===== src/rtl/fetch_unit.sv =====
// Instruction-fetch stage: owns the PC, issues one imem request at a time and
// holds the returned word for the controller until it is consumed.
module fetch_unit #(
  parameter int          XLEN     = 32,
  parameter logic [31:0] RESET_PC = 32'h0000_0000
) (
  input  logic            clk,
  input  logic            reset_n,
  output logic            imem_req_valid,
  input  logic            imem_req_ready,
  output logic [XLEN-1:0] imem_addr,
  input  logic            imem_rsp_valid,
  input  logic [XLEN-1:0] imem_rdata,
  input  logic            stall,
  input  logic            PCSrc,
  input  logic [XLEN-1:0] PCTarget,
  output logic            instr_valid,
  output logic [XLEN-1:0] instr,
  output logic [6:0]      op,
  output logic [2:0]      funct3,
  output logic            funct7,
  output logic [XLEN-1:0] pc,
  output logic [XLEN-1:0] pc_plus4,
  output logic [31:0]     instr_count
);

  typedef enum logic [1:0] {
    REQ  = 2'd0,
    WAIT = 2'd1,
    HOLD = 2'd2
  } state_t;

  localparam logic [XLEN-1:0] NOP = XLEN'(32'h0000_0013);

  state_t          state_q, state_d;
  logic [XLEN-1:0] pc_q, pc_d;
  logic [XLEN-1:0] instr_q, instr_d;
  logic [31:0]     count_q, count_d;
  logic            instr_valid_q, instr_valid_d;
  logic            req_valid_q, req_valid_d;
  logic [XLEN-1:0] pc_plus4_w;

  assign pc_plus4_w = pc_q + XLEN'(4);

  always_comb begin
    state_d = state_q;
    pc_d    = pc_q;
    instr_d = instr_q;
    count_d = count_q;
    unique case (state_q)
      REQ: begin
        if (imem_req_ready) state_d = WAIT;
      end
      WAIT: begin
        if (imem_rsp_valid) begin
          instr_d = imem_rdata;
          state_d = HOLD;
        end
      end
      HOLD: begin
        // Redirect targets are forced word-aligned by dropping the low bits.
        if (!stall) begin
          pc_d    = PCSrc ? {PCTarget[XLEN-1:2], 2'b00} : pc_plus4_w;
          count_d = count_q + 32'd1;
          state_d = REQ;
        end
      end
      default: state_d = REQ;
    endcase
    instr_valid_d = (state_d == HOLD);
    req_valid_d   = (state_d == REQ);
  end

  always_ff @(posedge clk or negedge reset_n) begin
    if (!reset_n) begin
      state_q       <= REQ;
      pc_q          <= RESET_PC[XLEN-1:0];
      instr_q       <= NOP;
      count_q       <= 32'd0;
      instr_valid_q <= 1'b0;
      req_valid_q   <= 1'b1;
    end else begin
      state_q       <= state_d;
      pc_q          <= pc_d;
      instr_q       <= instr_d;
      count_q       <= count_d;
      instr_valid_q <= instr_valid_d;
      req_valid_q   <= req_valid_d;
    end
  end

  // The request flop comes out of reset already set, so mask it while reset is held.
  assign imem_req_valid = req_valid_q & reset_n;
  assign imem_addr      = pc_q;
  assign instr_valid    = instr_valid_q;
  assign instr          = instr_q;
  assign op             = instr_q[6:0];
  assign funct3         = instr_q[14:12];
  assign funct7         = instr_q[30];
  assign pc             = pc_q;
  assign pc_plus4       = pc_plus4_w;
  assign instr_count    = count_q;

endmodule


===== config.mk =====
export PLATFORM = sky130hd
export DESIGN_NAME = fetch_unit
export DESIGN_NICKNAME = d
export VERILOG_FILES = /design/src/rtl/fetch_unit.sv
export SDC_FILE = /design/constraint.sdc
export NUM_CORES = 1
export LEC_CHECK = 0
export ABC_AREA = 0
export BUFFER_PORTS_ARGS = -buffer_cell sky130_fd_sc_hd__buf_4
export CELL_PAD_IN_SITES_DETAIL_PLACEMENT = 0
export CELL_PAD_IN_SITES_GLOBAL_PLACEMENT = 1
export CORE_MARGIN = 1.5
export CORE_UTILIZATION = 35
export CTS_CLUSTER_SIZE = 8
export DETAILED_ROUTE_END_ITERATION = 8
export HOLD_SLACK_MARGIN = 0.15
export MAX_ROUTING_LAYER = met4
export PLACE_DENSITY_LB_ADDON = 0.15
export REMOVE_ABC_BUFFERS = 1
export SLEW_MARGIN = 0
export SYNTH_ARGS = -nofsm -noshare
export SYNTH_HDL_FRONTEND = slang
export SYNTH_SLANG_ARGS = --single-unit

===== constraint.sdc =====
create_clock -name clk -period 3.4 [get_ports clk]
set_input_delay 1.02 -clock clk [delete_from_list [all_inputs] [get_ports clk]]
set_output_delay 1.02 -clock clk [all_outputs]
set_load 0.05 [all_outputs]

# Yosys cells after proc, flatten, opt, wreduce, memory -nomap -nowiden
# Cells that the tools add are included.
# W data, S select, Z words.
dict set report totals {
  ff_bits 100
  output_inout_bits 173
  elab_cells 22
  inputBits 70
}
dict set report classes {
  n_mux 5
  eq_ne 3
  n_reduce_logical 4
  n_bitwise 2
  n_addsub 2
}
# op count
set op_table {}
lappend op_table {{$add A32 B1 Y32 const B} 1}
lappend op_table {{$add A32 B3 Y32 const B} 1}
lappend op_table {{$mux W32} 1}
lappend op_table {{$mux W2} 3}
lappend op_table {{$pmux W2 S3} 1}
lappend op_table {{$eq A2 B2 Y1 const B} 2}
lappend op_table {{$logic_not A2 Y1} 2}
lappend op_table {{$reduce_and A2 Y1} 2}
lappend op_table {{$eq A2 B1 Y1 const B} 1}
lappend op_table {{$and A1 B1 Y1} 1}
lappend op_table {{$not A1 Y1} 1}

# Longest topological paths before layout
dict set report logic_depth {
  word_depth 3
  mapped_depth 7
  mapped_depth_nobuf 5
}

# Least setup slack after synthesis
# OpenSTA, ideal clock, no wires.
dict set report synth_timing {
  path_kind {flip-flop to output port}
  from {register pc_q[2] (netlist: imem_addr[2])}
  to {output pc_plus4[28]}
  path_slack_ps -409
  stages_incl_launch_ff 6
  arrival_ps 2789
  required_ps 2380
  path_buffers 0
  cell_sequence {dfrtp_1 -> ha_1 -> nand3_1 -> nor4_4 -> nand4_1 -> xnor2_1}
}
dict set report synth_between {
  elab_chain_cells 1
}
# item line
set synth_rtl {}
lappend synth_rtl {{from (decl)} 36} ;# logic [XLEN-1:0] pc_q, pc_d;
lappend synth_rtl {{from (signal assigned)} 77} ;# pc_q <= RESET_PC[XLEN-1:0];
lappend synth_rtl {{from (signal assigned)} 84} ;# pc_q <= pc_d;
lappend synth_rtl {{$add A32 B3 Y32} 43} ;# assign pc_plus4_w = pc_q + XLEN'(4);
lappend synth_rtl {{to (decl)} 23} ;# output logic [XLEN-1:0] pc_plus4,
# No other way between the ends.

# Worst setup path in the final report
dict set report layout_timing {
  from {register pc_q[5] (netlist: imem_addr[5])}
  to {output pc_plus4[25]}
}
# The elaborated chain is that of the path after synthesis.

==> metrics.txt <==
# TYPE chip_impl_metric gauge
chip_impl_metric{name="detail_route.drc_violations",unit=""} 0
chip_impl_metric{name="synth_top_area_share",unit="%"} 41.9
chip_impl_metric{name="pin_count_of_the_biggest_net_entering_global_routing",unit=""} 53
chip_impl_metric{name="seq_power_share",unit="%"} 25.9
chip_impl_info{name="startpoint_class",value="register"} 1
chip_impl_metric{name="timing.hold.worst_path_depth",unit=""} 1
chip_impl_info{name="regToRegEndpoint",value="imem_addr[25]"} 1
chip_impl_metric{name="overflow",unit=""} 0
chip_impl_metric{name="cpPeakStageDelay",unit="ns"} 0.48
chip_impl_metric{name="yosys_register_bits",unit=""} 98
chip_impl_metric{name="p_comb_share",unit="%"} 58.9
chip_impl_metric{name="detail_route.wl_per_cell",unit="µm"} 16.2
chip_impl_info{name="synth_top_cell_by_area",value="sky130_fd_sc_hd__dfrtp_1"} 1
chip_impl_info{name="worst_path_max_delay_cell",value="sky130_fd_sc_hd__dfrtp_2"} 1
chip_impl_metric{name="gate_count_of_the_mapped_netlist",unit=""} 563
chip_impl_metric{name="ys_async_sr_fraction",unit="%"} 100
chip_impl_metric{name="vias_per_cell",unit=""} 5.06
chip_impl_metric{name="clock_power_share",unit="%"} 15.2
chip_impl_metric{name="antenna_found_initial",unit=""} 0
chip_impl_metric{name="rrSetupSlack",unit="ns"} 1.19
chip_impl_info{name="synth-main-ff-cell",value="sky130_fd_sc_hd__dfrtp_1"} 1
chip_impl_metric{name="route.final.wire_length",unit="µm"} 15800
chip_impl_metric{name="synthesis.area",unit="µm²"} 5620
chip_impl_metric{name="die_w",unit="µm"} 130
chip_impl_metric{name="synth_warnings",unit=""} 0
chip_impl_metric{name="die-area",unit="µm²"} 16800
chip_impl_metric{name="tot_gr_track_use",unit="%"} 19.1
chip_impl_metric{name="drv_cap",unit=""} 0
chip_impl_metric{name="core",unit="µm²"} 15800
chip_impl_metric{name="setup_tns",unit="ns"} 0
chip_impl_metric{name="diodes",unit=""} 0
chip_impl_info{name="min-delay-start",value="instr_count[31]"} 1
chip_impl_metric{name="cts_htree_levels",unit=""} 3
chip_impl_metric{name="min_period_over_period",unit="%"} 96.4
chip_impl_metric{name="critical_path_buf_inv_count",unit=""} 1
chip_impl_info{name="critical_path.cell_chain",value="nand4_4 > or3_4 > or3_4 > xnor2_2 > buf_4"} 1
chip_impl_metric{name="critPathArrivalTime",unit="ns"} 2.26
chip_impl_metric{name="place_hpwl",unit="µm"} 11500
chip_impl_metric{name="report.final.slew_viol_count",unit=""} 0
chip_impl_info{name="min_to",value="instr_count[31]"} 1
chip_impl_metric{name="numPortBuffers",unit=""} 234
chip_impl_metric{name="dr_total_vias",unit=""} 4926
chip_impl_metric{name="area_growth",unit="%"} 37.0
chip_impl_info{name="layout_commonest_cell",value="sky130_fd_sc_hd__buf_4"} 1
chip_impl_metric{name="sequential_to_total_area_share_from_yosys_stat",unit="%"} 43.7
chip_impl_info{name="critical_path_class",value="reg2out"} 1
chip_impl_metric{name="ctsLongestPathBuffers",unit=""} 2
chip_impl_info{name="cts_tree",value="yes"} 1
chip_impl_metric{name="avgSynthCellArea",unit="µm²"} 9.98
chip_impl_info{name="run_status",value="completed"} 1
chip_impl_metric{name="power_per_cell_area",unit="nW/µm²"} 965
chip_impl_metric{name="grt_first_pass_wirelength",unit="µm"} 24300
chip_impl_metric{name="worst-endpoint-required",unit="ns"} 2.38
chip_impl_metric{name="clock-sinks",unit=""} 98
chip_impl_info{name="grt_setup_unrepaired",value="no"} 1
chip_impl_metric{name="power.total",unit="mW"} 7.43
chip_impl_metric{name="ant_nets",unit=""} 0
chip_impl_info{name="timing.hold.worst.class",value="reg2reg"} 1
chip_impl_metric{name="intPower",unit="mW"} 3.50
chip_impl_metric{name="cts_bufs_inserted",unit=""} 9
chip_impl_metric{name="vdd_drop_max",unit="mV"} 0.685
chip_impl_metric{name="ys_types",unit=""} 56
chip_impl_metric{name="timing.fmax",unit="MHz"} 305
chip_impl_info{name="critical-path-top-cell-by-count",value="sky130_fd_sc_hd__or3_4"} 1
chip_impl_metric{name="final_nets",unit=""} 824
chip_impl_metric{name="max_slew.worst_pin.slew",unit="ns"} 0.868
chip_impl_info{name="end_kind",value="output port"} 1
chip_impl_metric{name="insertion_delay",unit="ns"} 0.35
chip_impl_metric{name="sw_share",unit="%"} 52.8
chip_impl_metric{name="max-slew-margin-rel",unit="%"} 42.1
chip_impl_metric{name="place.gp.congestion",unit=""} 0.803
chip_impl_metric{name="hold_violations",unit=""} 0
chip_impl_info{name="worst_r2r_startpoint",value="state_q[0]"} 1
chip_impl_metric{name="initialDrtViolationCount",unit=""} 238
chip_impl_info{name="clock_tree.root_cell",value="sky130_fd_sc_hd__clkbuf_16"} 1
chip_impl_metric{name="synth-edff-count",unit=""} 0
chip_impl_metric{name="first_global_vias",unit=""} 4577
chip_impl_metric{name="setup_viol",unit=""} 0
chip_impl_info{name="cpLargestDelayFamily",value="simple AND/OR/NAND/NOR gates"} 1
chip_impl_metric{name="worst-r2r-cell-count",unit=""} 5
chip_impl_metric{name="drt_pass1_iterations",unit=""} 4
chip_impl_metric{name="crit_fanout",unit=""} 9
chip_impl_metric{name="p_sw",unit="mW"} 3.93
chip_impl_metric{name="final.min_clock_period",unit="ns"} 3.28
chip_impl_metric{name="p_leak",unit="nW"} 3.55
chip_impl_metric{name="placement_rows",unit=""} 46
chip_impl_info{name="mostFrequentLayoutCells",value="sky130_fd_sc_hd__buf_4 (255), sky130_fd_sc_hd__dfrtp_1 (82), sky130_fd_sc_hd__xnor2_1 (48)"} 1
chip_impl_metric{name="post_route_cells_drive_above_1_share",unit="%"} 45.3
chip_impl_metric{name="cts.hold.buffers_added",unit=""} 0
chip_impl_metric{name="floorplan.initialDensity",unit="%"} 35.6
chip_impl_metric{name="number_of_top_level_pins",unit=""} 243
chip_impl_metric{name="clkSlewWorstSetupHoldPaths",unit="ns"} 0.07
chip_impl_metric{name="finClkSkew",unit="ns"} 0.00766
chip_impl_info{name="synth.area.top_cells",value="sky130_fd_sc_hd__dfrtp_1 (42%), sky130_fd_sc_hd__xnor2_1 (7.6%), sky130_fd_sc_hd__buf_4 (6.4%)"} 1
chip_impl_metric{name="die_h",unit="µm"} 130
worst max-delay path by stage:
stage                   from           end  slack, ns  cells after the start
6_report        imem_addr[5]  pc_plus4[25]       0.12                      5
5_1_grt         imem_addr[5]  pc_plus4[26]       0.01                      6
4_1_cts        imem_addr[11]  pc_plus4[25]       0.01                      5
3_5_place_dp    imem_addr[2]  pc_plus4[20]       0.36                      7
3_3_place_gp   imem_addr[10]  pc_plus4[25]       0.34                      5
2_1_floorplan   imem_addr[7]  pc_plus4[23]      -1.30                      4
area by class of cell:
type / instances / area, µm²
Fill cell: 1520 / 8070
Multi-Input combinational cell: 371 / 2640
Sequential cell: 98 / 2470
Timing Repair Buffer: 256 / 1930
Tap cell: 216 / 270
Clock buffer: 9 / 225
Clock inverter: 7 / 98.8
Inverter: 16 / 60.1
through the flow:
stage	cell area (µm²)	hold slack (ns)	setup slack [ns]	utilization, %	std cells
6_report	7700	0.484	0.121	48.8	973
5_1_grt	7700	0.505	0.0124	48.8	973
3_5_place_dp	7320	0.482	0.361	46.4	954
2_1_floorplan	5130	0.456	-1.30	-	485
3_3_place_gp	7320	0.463	0.340	46.4	954
4_1_cts	7670	0.493	0.0126	48.6	971
power by group through the flow:
| stage | registers [mW] | logic (mW) | clock network [mW] |
|---|---|---|---|
| floorplan | 3.69 | 1.19 | 0 |
| global placement | 1.92 | 4.35 | 0 |
| detailed placement | 1.95 | 4.37 | 0 |
| CTS | 1.93 | 4.38 | 1.16 |
| global route | 1.98 | 4.58 | 1.21 |
| finish | 1.93 | 4.38 | 1.13 |
cell usage after synthesis (5+ instances only):
cell	instances
sky130_fd_sc_hd__a31oi_1	9
sky130_fd_sc_hd__a21oi_1	16
sky130_fd_sc_hd__buf_4	48
sky130_fd_sc_hd__nand4_1	21
sky130_fd_sc_hd__nand3b_1	5
sky130_fd_sc_hd__o21ai_0	17
sky130_fd_sc_hd__xor2_1	10
sky130_fd_sc_hd__nand2_1	37
sky130_fd_sc_hd__clkbuf_1	23
sky130_fd_sc_hd__mux2_2	32
sky130_fd_sc_hd__dfrtp_1	94
sky130_fd_sc_hd__o211ai_1	5
sky130_fd_sc_hd__buf_2	9
sky130_fd_sc_hd__and3_1	18
sky130_fd_sc_hd__nor4_1	10
sky130_fd_sc_hd__or3_1	5
sky130_fd_sc_hd__nor3_1	17
sky130_fd_sc_hd__nand3_1	32
sky130_fd_sc_hd__nor2_1	24
sky130_fd_sc_hd__inv_1	16
sky130_fd_sc_hd__xnor2_1	49
registers in the layout, indices dropped and copies added (netlist names):
register	count
imem_addr	30
req_valid_q	1
instr	32
state_q	2
instr_count	32
instr_valid	1
per-layer routing:
metal	up-vias	share of wire, %	GRT usage (%)	wire length, µm
met1	2377	44	24.4	6930
met4	0	1.2	6.21	188
li1	2323	-	-	-
met5	-	0	-	0
met2	210	47	30.4	7460
met3	16	7.6	3.73	1200
kinds of logic after synthesis:
group           after synthesis  share of synthesized area, %
other cells                   1                        0.0667
simple gates                193                          19.9
compound gates               76                          9.53
mux                          35                          6.95
flops                        98                          43.7
xor+xnor                     59                          9.19
buf+inv                      99                          10.2
fa+ha+maj                     2                         0.445
what timing repair did:
action,4_1_cts,5_1_grt
setup endpoints to repair,3,11
setup buffers,1,2
pin swaps,1,3
gates resized for setup,8,8
(Power assumes the default switching activity.)
